<file path="config.mk">
export PLATFORM = sky130hd
export DESIGN_NAME = muldiv_sequencer
export DESIGN_NICKNAME = d
export VERILOG_FILES = /design/src/rtl/muldiv_sequencer.sv
export SDC_FILE = /design/constraint.sdc
export NUM_CORES = 1
export LEC_CHECK = 0
export ABC_AREA = 1
export CAP_MARGIN = 20
export CORE_UTILIZATION = 40
export DETAILED_ROUTE_END_ITERATION = 10
export SETUP_SLACK_MARGIN = 0.1
export SLEW_MARGIN = 20
export SYNTH_ARGS = -nofsm -noshare
export SYNTH_HDL_FRONTEND = slang
export SYNTH_SLANG_ARGS = --single-unit
</file>
<file path="constraint.sdc">
create_clock -name clk -period 10.2 [get_ports clk]
set_input_delay 1.53 -clock clk [delete_from_list [all_inputs] [get_ports clk]]
set_output_delay 1.53 -clock clk [all_outputs]
set_load 0.01 [all_outputs]
</file>
<file path="src/rtl/muldiv_sequencer.sv">
// rtl/muldiv_sequencer.sv - multi-cycle RV32M multiply/divide unit with pipeline stall
//
// Purpose: accepts one M-extension op, iterates a shift-add multiplier or a
// restoring divider for D_WIDTH cycles, stalls the pipeline meanwhile and
// returns the result with a one-cycle done pulse.
// Ports:
//   clk, rst      clock, asynchronous active-high reset
//   start         launch request (sampled only in IDLE)
//   funct3        0 MUL,1 MULH,2 MULHSU,3 MULHU,4 DIV,5 DIVU,6 REM,7 REMU
//   op_a, op_b    rs1 / rs2 operand values
//   kill          abort current or pending op
//   busy          unit not idle
//   stall         freeze fetch/decode while an op is launching or running
//   done          one-cycle result-valid pulse
//   result        final value, held until the next accepted start

module muldiv_sequencer #(
    parameter int D_WIDTH = 32
) (
    input  logic               clk,
    input  logic               rst,
    input  logic               start,
    input  logic [2:0]         funct3,
    input  logic [D_WIDTH-1:0] op_a,
    input  logic [D_WIDTH-1:0] op_b,
    input  logic               kill,
    output logic               busy,
    output logic               stall,
    output logic               done,
    output logic [D_WIDTH-1:0] result
);

    localparam int CW = (D_WIDTH > 1) ? $clog2(D_WIDTH) : 1;
    localparam logic [CW-1:0]      LAST_CNT = CW'(D_WIDTH - 1);
    localparam logic [D_WIDTH-1:0] MIN_NEG  = {1'b1, {(D_WIDTH-1){1'b0}}};

    typedef enum logic [1:0] {IDLE, RUN, DONE} state_t;
    state_t state, state_n;

    // acc/lo form the product register for MUL* and remainder/quotient for DIV*.
    // m holds the multiplicand or divisor magnitude.
    logic [2:0]         f3_q;
    logic               neg_q;
    logic [CW-1:0]      cnt_q;
    logic [D_WIDTH-1:0] acc_q, lo_q, m_q, res_q;

    logic               launch, is_div, a_signed, b_signed, a_neg, b_neg;
    logic               div_zero, div_ovf;
    logic [D_WIDTH-1:0] a_mag, b_mag;

    assign launch   = (state == IDLE) && start && !kill;
    assign is_div   = funct3[2];
    assign a_signed = (funct3 == 3'd1) || (funct3 == 3'd2) || (funct3[2] && !funct3[0]);
    assign b_signed = (funct3 == 3'd1) || (funct3[2] && !funct3[0]);
    assign a_neg    = a_signed && op_a[D_WIDTH-1];
    assign b_neg    = b_signed && op_b[D_WIDTH-1];
    assign a_mag    = a_neg ? (~op_a + 1'b1) : op_a;
    assign b_mag    = b_neg ? (~op_b + 1'b1) : op_b;
    assign div_zero = (op_b == '0);
    assign div_ovf  = funct3[2] && !funct3[0] && (op_a == MIN_NEG) && (op_b == '1);

    // Shift-add step: add multiplicand into the upper half when the current
    // multiplier bit (product LSB) is set, then shift the whole product right.
    logic [D_WIDTH:0]     mul_sum;
    logic [2*D_WIDTH-1:0] mul_next;
    assign mul_sum  = {1'b0, acc_q} + (lo_q[0] ? {1'b0, m_q} : '0);
    assign mul_next = {mul_sum, lo_q[D_WIDTH-1:1]};

    // Restoring step: shift the next dividend bit into the remainder and keep
    // the trial difference only when it does not go negative.
    logic [D_WIDTH:0] rem_shift, rem_diff;
    logic             q_bit;
    assign rem_shift = {acc_q, lo_q[D_WIDTH-1]};
    assign rem_diff  = rem_shift - {1'b0, m_q};
    assign q_bit     = !rem_diff[D_WIDTH];

    // Sign fix-up and result selection
    logic [2*D_WIDTH-1:0] prod_fix;
    logic [D_WIDTH-1:0]   quo_fix, rem_fix, res_comb;
    assign prod_fix = neg_q ? (~{acc_q, lo_q} + 1'b1) : {acc_q, lo_q};
    assign quo_fix  = neg_q ? (~lo_q + 1'b1) : lo_q;
    assign rem_fix  = neg_q ? (~acc_q + 1'b1) : acc_q;

    always_comb begin
        res_comb = '0;
        case (f3_q)
            3'd0:             res_comb = prod_fix[D_WIDTH-1:0];
            3'd1, 3'd2, 3'd3: res_comb = prod_fix[2*D_WIDTH-1:D_WIDTH];
            3'd4, 3'd5:       res_comb = quo_fix;
            default:          res_comb = rem_fix;
        endcase
    end

    always_ff @(posedge clk or posedge rst) begin
        if (rst) state <= IDLE;
        else     state <= state_n;
    end

    always_comb begin
        state_n = state;
        case (state)
            IDLE: if (launch) state_n = (is_div && (div_zero || div_ovf)) ? DONE : RUN;
            RUN: begin
                if (kill)                   state_n = IDLE;
                else if (cnt_q == LAST_CNT) state_n = DONE;
            end
            DONE:    state_n = IDLE;
            default: state_n = IDLE;
        endcase
    end

    always_ff @(posedge clk or posedge rst) begin
        if (rst) begin
            f3_q  <= '0;
            neg_q <= 1'b0;
            cnt_q <= '0;
            acc_q <= '0;
            lo_q  <= '0;
            m_q   <= '0;
            res_q <= '0;
        end else begin
            if (launch) begin
                f3_q  <= funct3;
                cnt_q <= '0;
                if (is_div && div_zero) begin
                    // quotient all ones, remainder = op_a (magnitude re-signed at fix-up)
                    lo_q  <= '1;
                    acc_q <= a_mag;
                    m_q   <= '0;
                    neg_q <= funct3[1] && a_neg;
                end else if (div_ovf) begin
                    lo_q  <= MIN_NEG;
                    acc_q <= '0;
                    m_q   <= '0;
                    neg_q <= 1'b0;
                end else begin
                    acc_q <= '0;
                    lo_q  <= is_div ? a_mag : b_mag;
                    m_q   <= is_div ? b_mag : a_mag;
                    // remainder sign follows the dividend only
                    neg_q <= (is_div && funct3[1]) ? a_neg : (a_neg ^ b_neg);
                end
            end else if (state == RUN) begin
                cnt_q <= cnt_q + 1'b1;
                if (f3_q[2]) begin
                    acc_q <= q_bit ? rem_diff[D_WIDTH-1:0] : rem_shift[D_WIDTH-1:0];
                    lo_q  <= {lo_q[D_WIDTH-2:0], q_bit};
                end else begin
                    {acc_q, lo_q} <= mul_next;
                end
            end
            if (state == DONE) res_q <= res_comb;
        end
    end

    assign busy   = (state != IDLE);
    assign stall  = launch || (state == RUN);
    assign done   = (state == DONE);
    assign result = (state == DONE) ? res_comb : res_q;

endmodule

</file>
==> flow_summary_export.csv <==
group,metric,value,unit
hold_path,holdCritPathClass,"register to register",
synthesis,synth_edf_count,0,
placement,portBuffers,105,
synthesis,synth-async-reset-ratio,100.0,%
floorplan,rows,77,
sta,layout_min_cycle_time,5.796,ns
sta,fin_skew,0.01372,ns
final_layout,mostFrequentLayoutCells,"975 x nand2_1, 452 x inv_1, 336 x nor2_1",
global_route,grt_pass1_wl,126.7,mm
synthesis,ys_warn_count,0,
global_route,grt-ovfl-total,0,
global_route,grt_max_degree,86,
route,wl_met3,7.853,mm
critical_path,crit_buf_inv,6,
clocking,clk_latency,0.47,ns
global_route,grt_antenna_before_repair,0,
floorplan,die_h,214.6,µm
route,wirelength,84.21,mm
route,vias_per_cell,5.629,
sta,drv_slew,0,
final_layout,area_delta_synth_final,11.57,%
critical_path,max_stage_delay,0.72,ns
floorplan,core,0.04441,mm²
clocking,cts_buffers,17,
synthesis,ys.flop_type,"dfrtp_1",
sta,setup_violations,0,
critical_path,critPathSlowestCell,"buf_4",
floorplan,dieArea,0.04605,mm²
route,drtIter0Drc,2473,
synthesis,ys_seq_area_share,19.24,%
final_layout,stdcell_count,3840,
job,drv_cap,0,
critical_path,critical_path.endpoint_type,"primary output",
synthesis,syn_area,0.01808,mm²
route,wl_met1,36.76,mm
placement,gp_congestion,0.9993,
synthesis,synth_cells,3191,
clocking,clock-sinks,139,
sta,fmax,172.5,MHz
clocking,cts_buffer_depth,2,
critical_path,start_kind,"input pin",
floorplan,dieWidth,214.6,µm
pwr,ir_worst_vdd,0.1597,mV
synthesis,synth_cell_types,61,
critical_path,critPathTopFamily,"buffers and inverters",
critical_path,cp.arrival,4.27,ns
route,highest_layer,"met4",
sta,max_slew_margin,32.62,%
sta,worstMarginPinSlew,1.011,ns
final_layout,fin_util,45.42,%
critical_path,crit_fanout,85,
clocking,hold_buffers,0,
placement,hpwl,67.64,mm
global_route,track_usage,36.52,%
clocking,cts.clk_slew.worst_paths,0.07,ns
synthesis,syn_avg_cell_area,5.665,µm²
sta,holdWs,0.4819,ns
route,route.vias.total,21620,
critical_path,path_cells,"clkdlybuf4s50_1 > inv_1 > nand3_4 > inv_2 > nor2_4 > inv_2 > buf_4 > clkdlybuf4s50_1",
final_layout,drive_gt1_share,5.852,%
pwr,total_power,6428,µW
route,ant_nets,0,
clocking,clockRootBuffer,"clkbuf_16",
global_route,grt_pass1_vias,20010,
placement,placed_cells,3807,
floorplan,ios,106,
clocking,cts_tree,"done",
route,wire_per_inst,21.93,µm
floorplan,start_util,40.70,%
route,drc,0,
pwr,leakagePower,0.01028,µW
outcome,status,"finished, final reports clean",
route,first_pass_iters,5,
sta,finalCritPeriodShare,56.83,%
clocking,htree_levels,4,
critical_path,cp_data_required_time,8.67,ns
clocking,cts_setup_buffers,0,
synthesis,ys_seq_elements,139,
route,wl_met2,36.63,mm
sta,tns,0,ns
final_layout,layout_commonest_cell,"nand2_1",
synthesis,syn_nets,3335,
pwr,p_per_area,318.7,mW/mm²
clocking,cts_resized,0,
final_layout,layout.nets,3378,
sta,hold_viol_final,0,
sta,rsz0062_at_grt,"no",
critical_path,criticalPathCategory,"input pin to primary output",
[worst min-delay path: cells and delay by family, from the launching register on]
kind / cells / cell delay (ns)
DFF: 1 / 0.32
and+or+nand+nor: 2 / 0.13
[cells by family after synthesis]
| logic type | share of synthesized area (%) |
|---|---|
| AOI/OAI and AO/OA | 16.03 |
| xor gates and xnor gates | 3.537 |
| adders and majority gates | 5.135 |
| buffers and inverters | 12.80 |
| DFF | 19.24 |
| and+or+nand+nor | 43.26 |
[synth_stat cells, types with 17 or more instances]
library cell  count  area, µm²
o21ai_0         203       1016
nor3_1           49      245.2
nand4_1          53      331.6
buf_2            27      135.1
nand3_1         303       1516
xor2_1           62      543.0
o211ai_1         33      247.7
nor2_1          337       1265
ha_1             71      888.4
nand2_2          19      118.9
nand2_1         975       3660
inv_1           454       1704
o21ai_1          23      115.1
a31oi_1          18      112.6
nor2_2           17      106.4
a21oi_2          18      157.7
a21oi_1         151      755.7
clkbuf_1         51      191.4
inv_2            22      82.58
dfrtp_1         139       3478
[sequential cells by signal, indices dropped and copies added (netlist names)]
name / flops
res_q: 32
neg_q: 1
acc_q: 32
lo_q: 32
cnt_q: 5
m_q: 32
state: 2
f3_q: 3
[power breakdown]
group / leakage, µW / total (µW) / switching (µW) / internal [µW]
logic: 0.00833 / 4490 / 3090 / 1400
clock network: 0.000299 / 695 / 296 / 399
registers: 0.00165 / 1240 / 460 / 783
total: 0.0103 / 6430 / 3840 / 2580
[per-layer routing]
metal / global-route usage (%) / up-vias
li1: - / 10360
met1: 50.51 / 10030
met2: 56.66 / 1083
met3: 6.482 / 146
met4: 13.21 / 0
met5: 0 / -
[path summary, 6_finish.rpt]
check,end,cells past startpoint,from,slack [ns]
worst max-delay path,stall,8,kill,4.40
worst min-delay path,res_q[8],2,res_q[8],0.48
worst max register to register,lo_q[0],16,acc_q[27],6.45
worst min register to register,res_q[8],2,res_q[8],0.48
max in group asynchronous,neg_q,3,rst,7.14
min in group asynchronous,lo_q[9],2,rst,1.55
[cell type report]
type	count	area (µm²)
fillers	4868	24240
clock inverters	13	180.2
multi-input cells	2469	12310
inverters	481	1813
flip-flops and latches	139	3482
clock buffers	19	442.9
well taps	592	740.7
repair buffers	126	1204
diodes	1	2.502
[per-stage QoR]
step | worst slack (ns) | instance area, µm²
6_report | 4.404 | 20170
3_5_place_dp | 4.451 | 19550
2_1_floorplan | 4.945 | 18080
3_3_place_gp | 4.435 | 19550
4_1_cts | 4.451 | 20170
5_1_grt | 4.287 | 20170
Note: power is estimated with default switching activity, not from simulation.
